`src/rtl/mips_pkg.sv`:
```
// Shared constants for the multicycle MIPS controller: opcodes, funct codes,
// ALU operation codes and the FSM state encoding.
package mips_pkg;

    localparam logic [5:0] OP_RTYPE = 6'b000000;
    localparam logic [5:0] OP_LW    = 6'b100011;
    localparam logic [5:0] OP_SW    = 6'b101011;
    localparam logic [5:0] OP_BEQ   = 6'b000100;
    localparam logic [5:0] OP_BNE   = 6'b000101;
    localparam logic [5:0] OP_ADDI  = 6'b001000;
    localparam logic [5:0] OP_J     = 6'b000010;

    localparam logic [5:0] FUNCT_ADD = 6'b100000;
    localparam logic [5:0] FUNCT_SUB = 6'b100010;
    localparam logic [5:0] FUNCT_AND = 6'b100100;
    localparam logic [5:0] FUNCT_OR  = 6'b100101;
    localparam logic [5:0] FUNCT_SLT = 6'b101010;
    localparam logic [5:0] FUNCT_SLL = 6'b000000;

    localparam logic [3:0] ALU_AND = 4'b0000;
    localparam logic [3:0] ALU_OR  = 4'b0001;
    localparam logic [3:0] ALU_ADD = 4'b0010;
    localparam logic [3:0] ALU_SUB = 4'b0110;
    localparam logic [3:0] ALU_SLT = 4'b0111;
    localparam logic [3:0] ALU_SLL = 4'b1000;

    typedef enum logic [3:0] {
        S_FETCH   = 4'd0,
        S_DECODE  = 4'd1,
        S_MEMADR  = 4'd2,
        S_MEMRD   = 4'd3,
        S_MEMWB   = 4'd4,
        S_MEMWR   = 4'd5,
        S_RTYPEEX = 4'd6,
        S_RTYPEWB = 4'd7,
        S_BRANCH  = 4'd8,
        S_ADDIEX  = 4'd9,
        S_ADDIWB  = 4'd10,
        S_JUMP    = 4'd11
    } state_t;

endpackage

```
`src/rtl/aludec.sv`:
```
// Funct field to ALU operation decode for R-type instructions.
// Unknown funct codes fall back to ADD and raise bad_funct.
module aludec
    import mips_pkg::*;
(
    input  logic [5:0] funct,
    output logic [3:0] alu_control,
    output logic       bad_funct
);

    // pure table lookup, no state
    always_comb begin
        alu_control = ALU_ADD;
        bad_funct   = 1'b0;
        case (funct)
            FUNCT_ADD: alu_control = ALU_ADD;
            FUNCT_SUB: alu_control = ALU_SUB;
            FUNCT_AND: alu_control = ALU_AND;
            FUNCT_OR:  alu_control = ALU_OR;
            FUNCT_SLT: alu_control = ALU_SLT;
            FUNCT_SLL: alu_control = ALU_SLL;
            default:   bad_funct   = 1'b1;
        endcase
    end

endmodule

```
`src/rtl/mc_controller.sv`:
```
// Multicycle MIPS control FSM.
// Optional feature: define MC_BNE_EN to decode bne (Op 000101) as a branch
// taken on ~ZeroFlag; otherwise that opcode is reported as illegal.
//
// state     | meaning
// ----------+-----------------------------------------------------------
// FETCH     | wait FETCH_WAIT cycles on imem, then load IR and PC+4
// DECODE    | compute branch target, dispatch on Op
// MEMADR    | base + signext offset for lw/sw
// MEMRD     | read data memory
// MEMWB     | write loaded data into rt
// MEMWR     | write rt to data memory
// RTYPEEX   | ALU op selected by Funct
// RTYPEWB   | write ALU result into rd
// BRANCH    | compare operands, load PC with target when taken
// ADDIEX    | rs + signext imm
// ADDIWB    | write sum into rt
// JUMP      | load PC with jump target
module mc_controller
    import mips_pkg::*;
#(
    parameter int FETCH_WAIT = 0
) (
    input  logic       clk,
    input  logic       rst,
    input  logic [5:0] Op,
    input  logic [5:0] Funct,
    input  logic       ZeroFlag,
    output logic       IorD,
    output logic       MemWrite,
    output logic       IRWrite,
    output logic       RegDst,
    output logic       MemtoReg,
    output logic       RegWrite,
    output logic       ALUSrcA,
    output logic [1:0] ALUSrcB,
    output logic [1:0] PCSrc,
    output logic [3:0] ALUControl,
    output logic       PCEn,
    output logic       Illegal
);

    localparam logic [2:0] WAIT_LAST = 3'(FETCH_WAIT);

    state_t     state, next_state;
    logic [2:0] wait_cnt;
    logic       fetch_last;
    logic [3:0] funct_alu;
    logic       bad_funct;

    aludec u_aludec (
        .funct       (Funct),
        .alu_control (funct_alu),
        .bad_funct   (bad_funct)
    );

    assign fetch_last = (wait_cnt == WAIT_LAST);

    // state register and FETCH wait counter; the counter only runs inside FETCH
    always_ff @(posedge clk or posedge rst) begin
        if (rst) begin
            state    <= S_FETCH;
            wait_cnt <= 3'd0;
        end else begin
            state <= next_state;
            if (state == S_FETCH && !fetch_last)
                wait_cnt <= wait_cnt + 3'd1;
            else
                wait_cnt <= 3'd0;
        end
    end

    // next-state decode
    always_comb begin
        next_state = S_FETCH;
        case (state)
            S_FETCH:   next_state = fetch_last ? S_DECODE : S_FETCH;
            S_DECODE: begin
                case (Op)
                    OP_LW, OP_SW: next_state = S_MEMADR;
                    OP_RTYPE:     next_state = S_RTYPEEX;
                    OP_BEQ:       next_state = S_BRANCH;
`ifdef MC_BNE_EN
                    OP_BNE:       next_state = S_BRANCH;
`endif
                    OP_ADDI:      next_state = S_ADDIEX;
                    OP_J:         next_state = S_JUMP;
                    default:      next_state = S_FETCH;
                endcase
            end
            S_MEMADR:  next_state = (Op == OP_LW) ? S_MEMRD : S_MEMWR;
            S_MEMRD:   next_state = S_MEMWB;
            S_RTYPEEX: next_state = bad_funct ? S_FETCH : S_RTYPEWB;
            S_ADDIEX:  next_state = S_ADDIWB;
            default:   next_state = S_FETCH;
        endcase
    end

    // per-state outputs; IRWrite/PCEn are forced low while reset is held
    always_comb begin
        IorD       = 1'b0;
        MemWrite   = 1'b0;
        IRWrite    = 1'b0;
        RegDst     = 1'b0;
        MemtoReg   = 1'b0;
        RegWrite   = 1'b0;
        ALUSrcA    = 1'b0;
        ALUSrcB    = 2'b00;
        PCSrc      = 2'b00;
        ALUControl = 4'b0000;
        PCEn       = 1'b0;
        Illegal    = 1'b0;
        case (state)
            S_FETCH: begin
                ALUSrcB    = 2'b01;
                ALUControl = ALU_ADD;
                IRWrite    = fetch_last;
                PCEn       = fetch_last;
            end
            S_DECODE: begin
                ALUSrcB    = 2'b11;
                ALUControl = ALU_ADD;
                case (Op)
                    OP_LW, OP_SW, OP_RTYPE, OP_BEQ, OP_ADDI, OP_J: Illegal = 1'b0;
`ifdef MC_BNE_EN
                    OP_BNE:  Illegal = 1'b0;
`endif
                    default: Illegal = 1'b1;
                endcase
            end
            S_MEMADR, S_ADDIEX: begin
                ALUSrcA    = 1'b1;
                ALUSrcB    = 2'b10;
                ALUControl = ALU_ADD;
            end
            S_MEMRD:   IorD = 1'b1;
            S_MEMWB: begin
                MemtoReg = 1'b1;
                RegWrite = 1'b1;
            end
            S_MEMWR: begin
                IorD     = 1'b1;
                MemWrite = 1'b1;
            end
            S_RTYPEEX: begin
                ALUSrcA    = 1'b1;
                ALUControl = funct_alu;
                Illegal    = bad_funct;
            end
            S_RTYPEWB: begin
                RegDst   = 1'b1;
                RegWrite = 1'b1;
            end
            S_BRANCH: begin
                ALUSrcA    = 1'b1;
                ALUControl = ALU_SUB;
                PCSrc      = 2'b01;
`ifdef MC_BNE_EN
                PCEn       = (Op == OP_BNE) ? ~ZeroFlag : ZeroFlag;
`else
                PCEn       = ZeroFlag;
`endif
            end
            S_ADDIWB:  RegWrite = 1'b1;
            S_JUMP: begin
                PCSrc = 2'b10;
                PCEn  = 1'b1;
            end
            default: ;
        endcase
        if (rst) begin
            IRWrite = 1'b0;
            PCEn    = 1'b0;
        end
    end

endmodule

```
`config.mk`:
```
export PLATFORM = sky130hd
export DESIGN_NAME = mc_controller
export DESIGN_NICKNAME = d
export VERILOG_FILES = /design/src/rtl/mips_pkg.sv /design/src/rtl/aludec.sv /design/src/rtl/mc_controller.sv
export SDC_FILE = /design/constraint.sdc
export NUM_CORES = 1
export LEC_CHECK = 0
export BUFFER_PORTS_ARGS = -buffer_cell sky130_fd_sc_hd__buf_4
export CORE_MARGIN = 4
export CORE_UTILIZATION = 51
export CTS_BUF_LIST = sky130_fd_sc_hd__clkbuf_4
export CTS_CLUSTER_DIAMETER = 60
export DETAILED_ROUTE_END_ITERATION = 8
export GPL_TIMING_DRIVEN = 0
export PLACE_DENSITY = 0.86
export SLEW_MARGIN = 10
export SYNTH_ARGS = -nofsm -noshare
export SYNTH_HDL_FRONTEND = slang
export SYNTH_SLANG_ARGS = --single-unit
```
`constraint.sdc`:
```
create_clock -name clk -period 4.1 [get_ports clk]
set_input_delay 0.82 -clock clk [delete_from_list [all_inputs] [get_ports clk]]
set_output_delay 0.82 -clock clk [all_outputs]
set_load 0.02 [all_outputs]
```
Yosys cells after proc, flatten, opt, wreduce, memory -nomap -nowiden
Index checks and enable logic that the tools add are counted.
{ "word_totals": {"out_inout_bits": 17, "inputBits": 15, "ff_bits": 7} }
{ "op_classes": {"n_addsub": 1, "n_mux": 23, "n_reduce_logical": 14, "n_eq_ne": 21} }
{ "ops": {"columns": ["operator", "count"], "rows": [
  ["== test 6 bit (second input constant)", 7],
  ["one-hot mux 4 bit (5 select lines)", 2],
  ["one-hot mux 4 bit (6 select lines)", 1],
  ["== test 4 x 3 -> 1 bit (second input constant)", 4],
  ["== test 4 bit (second input constant)", 4],
  ["zero test 6 bit", 2],
  ["2-to-1 mux 1 bit", 12],
  ["one-hot mux 4 bit (3 select lines)", 1],
  ["OR reduction 6 bit", 2],
  ["2-to-1 mux 3 bit", 3],
  ["== test 4 x 2 -> 1 bit (second input constant)", 2],
  ["OR reduction 4 bit", 2],
  ["== test 6 x 2 -> 1 bit (second input constant)", 1],
  ["== test 6 x 3 -> 1 bit (second input constant)", 1],
  ["== test 6 x 4 -> 1 bit (second input constant)", 1],
  ["one-hot mux 2 bit (3 select lines)", 1],
  ["OR reduction 2 bit", 3],
  ["== test 4 x 1 -> 1 bit (second input constant)", 1],
  ["zero test 4 bit", 1],
  ["one-hot mux 2 bit (2 select lines)", 1],
  ["adder 3 x 1 -> 3 bit (second input constant)", 1],
  ["zero test 3 bit", 1],
  ["one-hot mux 1 bit (3 select lines)", 1],
  ["OR reduction 3 bit", 1],
  ["3 further kinds", 3]
]} }

Longest topological paths before layout
{ "logic_depth": {"ltp_word": 4, "ltp_mapped": 5} }

By module
From an unflattened synthesis, not the netlist that was laid out.
{ "unflattened": {"cells_unflattened": 101, "hier_area_um2": 782.0} }
{ "by_module_without_submodules": {"columns": ["module", "area_each_um2", "n_inst", "cells_each"], "rows": [
  ["mc_controller", 689.4, 1, 88],
  ["aludec", 92.6, 1, 13]
]} }

Worst setup path after synthesis
OpenSTA, ideal clock, no wires.
{ "synth_timing": {"path_kind": "input -> output", "from": "in Funct[1]", "to": "out ALUControl[0]", "path_slack_ps": 1438, "arrival_ps": 1842, "t_required_ps": 3280, "path_stages": 4, "path_buffers": 0, "cell_sequence": "nor2_1 and3_1 a31oi_1 nor4b_1"} }
{ "synth_between": {"elab_chain_cells": 3, "elab_cells_between_ends": 7, "cone_classes": "4 x eq/ne; 2 x mux; 1 x reduce/logical"} }
{ "synth_rtl": {"columns": ["item", "line_no", "rtl"], "rows": [
  ["from (decl)", "mc_controller.sv:27", "input logic [5:0] Funct,"],
  ["== test 6 bit or zero test 6 bit (tied branches)", "aludec.sv:15", "case (funct)"],
  ["one-hot mux 4 bit (5 select lines) *", "aludec.sv:15", null],
  ["one-hot mux 4 bit (3 select lines) *", "mc_controller.sv:113", "case (state)"],
  ["to (decl)", "mc_controller.sv:38", "output logic [3:0] ALUControl,"]
]} }
Mark *: on every way between the ends. The rest lies on a longest branch, timed or not.

Worst setup path in the final report
{ "layout_timing": {"from": "in Funct[0]", "to": "out ALUControl[1]"} }
Same word-level chain as after synthesis.

==> summary.md <==
| Metric | Value |
|---|---|
| XOR/XNOR Fraction of Synth Area | `4.98%` |
| HPWL after detailed placement | `1590 µm` |
| Register clock-pin slew on the reported worst setup and hold paths | `0.05 ns` |
| Hold-fix buffers, CTS | `0` |
| Routed len/inst | `13.8 µm` |
| Syn_area_per_cell | `7.48 µm²` |
| CP endpoint kind | `output port` |
| Die height | `45.1 µm` |
| Status | `finished, final reports clean` |
| Max incr delay on CP | `0.52 ns` |
| Most used cell along the critical path | `buf_4` |
| CTS Root Cell | `clkbuf_4` |
| GRT Overall Usage | `22.2%` |
| Number of global-route vias before repair | `a little under 800` |
| TritonRoute pass-1 iters | `5` |
| Syn_nets | `111` |
| Die Area | `approximately 2000 µm²` |
| Pleak | `between 0.4 and 0.5 nW` |
| Post-synthesis compound-gate area fraction | `~24%` |
| Post-route antenna net violation count | `0` |
| Share of cells above drive strength 1 | `31.0%` |
| Critical path class | `input port to output port` |
| Buffers on Ports | `31` |
| FF-to-FF Start | `state[0]$_DFF_PP0_` |
| CTS tree | `built` |
| Total Nets Final | `147` |
| Core area | `about 1300 µm²` |
| Max-capacitance violation count | `0` |
| Distinct cells, synth | `39` |
| Synth Warn # | `0` |
| Setup TNS | `0 ns` |
| Die Wd | `between 40 and 50 µm` |
| FFs w/ async S/R, synth | `100%` |
| Worst setup startpoint | `Funct[0]` |
| Vias | `856` |
| Total grt overflow | `0` |
| Most frequent cells in the layout | `32 x buf_4, 12 x nor2_1, 8 x o21ai_0, 7 x a21oi_1, 7 x dfrtp_1` |
| CTS Buffer Depth | `2` |
| Site Rows | `13` |
| Clock latency on the worst-skew pair | `0.26 ns` |
| Initial Utilization | `54.0%` |
| CP max stage cell | `or4_1` |
| Worst vdd ir | `around 0.25 mV` |
| Drt via density | `5.94` |
| Main combinational cell family by area after synthesis | `simple AND/OR/NAND/NOR gates` |
| Critical Path AT | `2.01 ns` |
| Clock skew | `around 0.0085 ns` |
| Critical-path cell list | `buf_4 > or4_1 > o21a_1 > o21ai_0 > a21boi_0 > buf_4` |
| Final min period | `2.83 ns` |
| Final setup viols | `0` |
| Antenna cell count | `0` |
| Tightest Pin Transition | `around 0.40 ns` |
| Final Cycle Share | `69.1%` |
| PostCTS Resize Cnt | `0` |
| Crit start category | `input port` |
| Area share of and/or/nand/nor cells after synthesis | `35.9%` |
| First-pass GRT wire length | `3280 µm` |
| I/O pins | `32` |
| Sequential fraction of the synthesis area | `24.9%` |
| RSZ-0062 raised after global routing | `false` |
| Number of buffers created by CTS | `3` |
| Worst EP required | `3.28 ns` |
| Hold Startpoint | `wait_cnt[0]$_DFF_PP0_` |
| PwrDens | `372 nW/µm²` |
| Hold Vio Cnt, Final | `0` |
| Initial drt markers | `25` |
| Area growth syn-to-layout | `40.0%` |
| H-tree depth | `1` |
| Post-route cell area | `985 µm²` |
| Initial antenna violation count | `0` |
| Buffers & Inverters on Critical Path | `2` |
| RD Place Congestion | `0.868` |
| Commonest non-fill, non-tap cell in the layout | `buf_4` |
| Post-Syn Area | `703 µm²` |
| Top FF cell, synth | `dfrtp_1` |
| HP Class | `flop to flop` |
| DRC viols | `0` |
| Adder-cell share of the synthesized area | `between 3 and 4%` |
| CP delay by family, top | `simple AND/OR/NAND/NOR gates` |
| Post-synthesis register bit count | `7` |
| CTS Sinks | `7` |
| Worst rel slew slack | `about three quarters` |
| Post-Layout Cell Count | `144` |
| Pin count of the biggest net entering global routing | `11` |
| Area after DPL | `955 µm²` |
| Fmax | `between 300 and 400 MHz` |
| Slew Limit Fails | `0` |
| Post-synthesis mux area share | `1.60%` |
| Cell count after synthesis | `94` |
| Worst-path maximum fanout | `4` |
| Routed wire length | `1990 µm` |
| Number of flops mapped to enable cells by yosys | `0` |
| Placed Cells | `140` |
| # Post-CTS Setup Buffers | `0` |
[kinds of logic (layout without fill, tap and decap cells)]
family	count (synthesis)	in the layout
mux	1	1
buf+inv	8	43
simple gates	45	45
fa+ha+maj	2	2
compound gates	27	27
xor+xnor	4	4
flops	7	7
[power by group]
part | switching, W | internal [W] | leakage (nW)
clock network | 0.0000276 | 0.0000439 | 0.0184
registers | 0.00000656 | 0.0000778 | 0.0951
logic | 0.000126 | 0.0000852 | 0.324
total | 0.000160 | 0.000207 | 0.438
[path summary, 6_finish.rpt]
check	endpoint	slack (ns)	depth (start not counted)
hold / removal	wait_cnt[0]$_DFF_PP0_	0.46	1
max in group asynchronous	wait_cnt[2]$_DFF_PP0_	3.38	2
setup / recovery	ALUControl[1]	1.27	6
min in group asynchronous	state[0]$_DFF_PP0_	0.50	2
hold reg to reg	wait_cnt[0]$_DFF_PP0_	0.46	1
setup reg to reg	state[0]$_DFF_PP0_	2.74	5
[through the flow]
step                utilization [%]  setup slack [ns]  power (W)  hold WS [ns]
finish                         75.7              1.27   0.000367         0.462
detailed placement             73.4              1.25   0.000295         0.461
global placement               73.4              1.27   0.000291         0.457
floorplan                         -              1.44   0.000211         0.432
CTS                            75.7              1.25   0.000367         0.468
global route                   75.7              1.17   0.000391         0.487
[flip-flops by register name, summed over array words and instances (netlist names)]
register and count:
wait_cnt 3, state 4
[per-layer routing]
| layer | vias to the layer above | GRT usage (%) | part of all wire, % |
|---|---|---|---|
| met5 | - | 0 | 0 |
| met1 | 389 | 26.8 | 39 |
| met2 | 38 | 36.4 | 49 |
| met4 | 0 | 10.5 | 2.5 |
| li1 | 420 | - | - |
| met3 | 9 | 5.58 | 8.9 |
[cell usage after synthesis, types with 2 or more instances]
library cell | number | area, µm²
nand2_1 | 4 | 15.0
xnor2_1 | 2 | 17.5
clkbuf_1 | 2 | 7.51
nand3_1 | 4 | 20.0
nor3_1 | 5 | 25.0
or4_1 | 2 | 15.0
a31oi_1 | 2 | 12.5
and3_1 | 2 | 12.5
nor2_1 | 12 | 45.0
dfrtp_1 | 7 | 175
nand2b_1 | 2 | 12.5
xor2_1 | 2 | 17.5
and2b_1 | 2 | 15.0
or3_1 | 3 | 18.8
inv_1 | 5 | 18.8
ha_1 | 2 | 25.0
o21ai_0 | 8 | 40.0
a21oi_1 | 7 | 35.0
[worst reg2reg max path: stages, from the launching register on]
cell      delay (ns)
dfrtp_1         0.33
clkbuf_1        0.32
nand2b_1        0.21
nor3_1          0.21
o21ai_0         0.12
nand3_1         0.11
[area by class of cell]
class	count	area [µm²]
Buffer	3	15.0
Clock buffer	4	30.0
Fill cell	109	317
Inverter	5	18.8
Multi-Input combinational cell	79	494
Sequential cell	7	175
Tap cell	15	18.8
Timing Repair Buffer	31	233
Power figures use the tool's default switching activity.
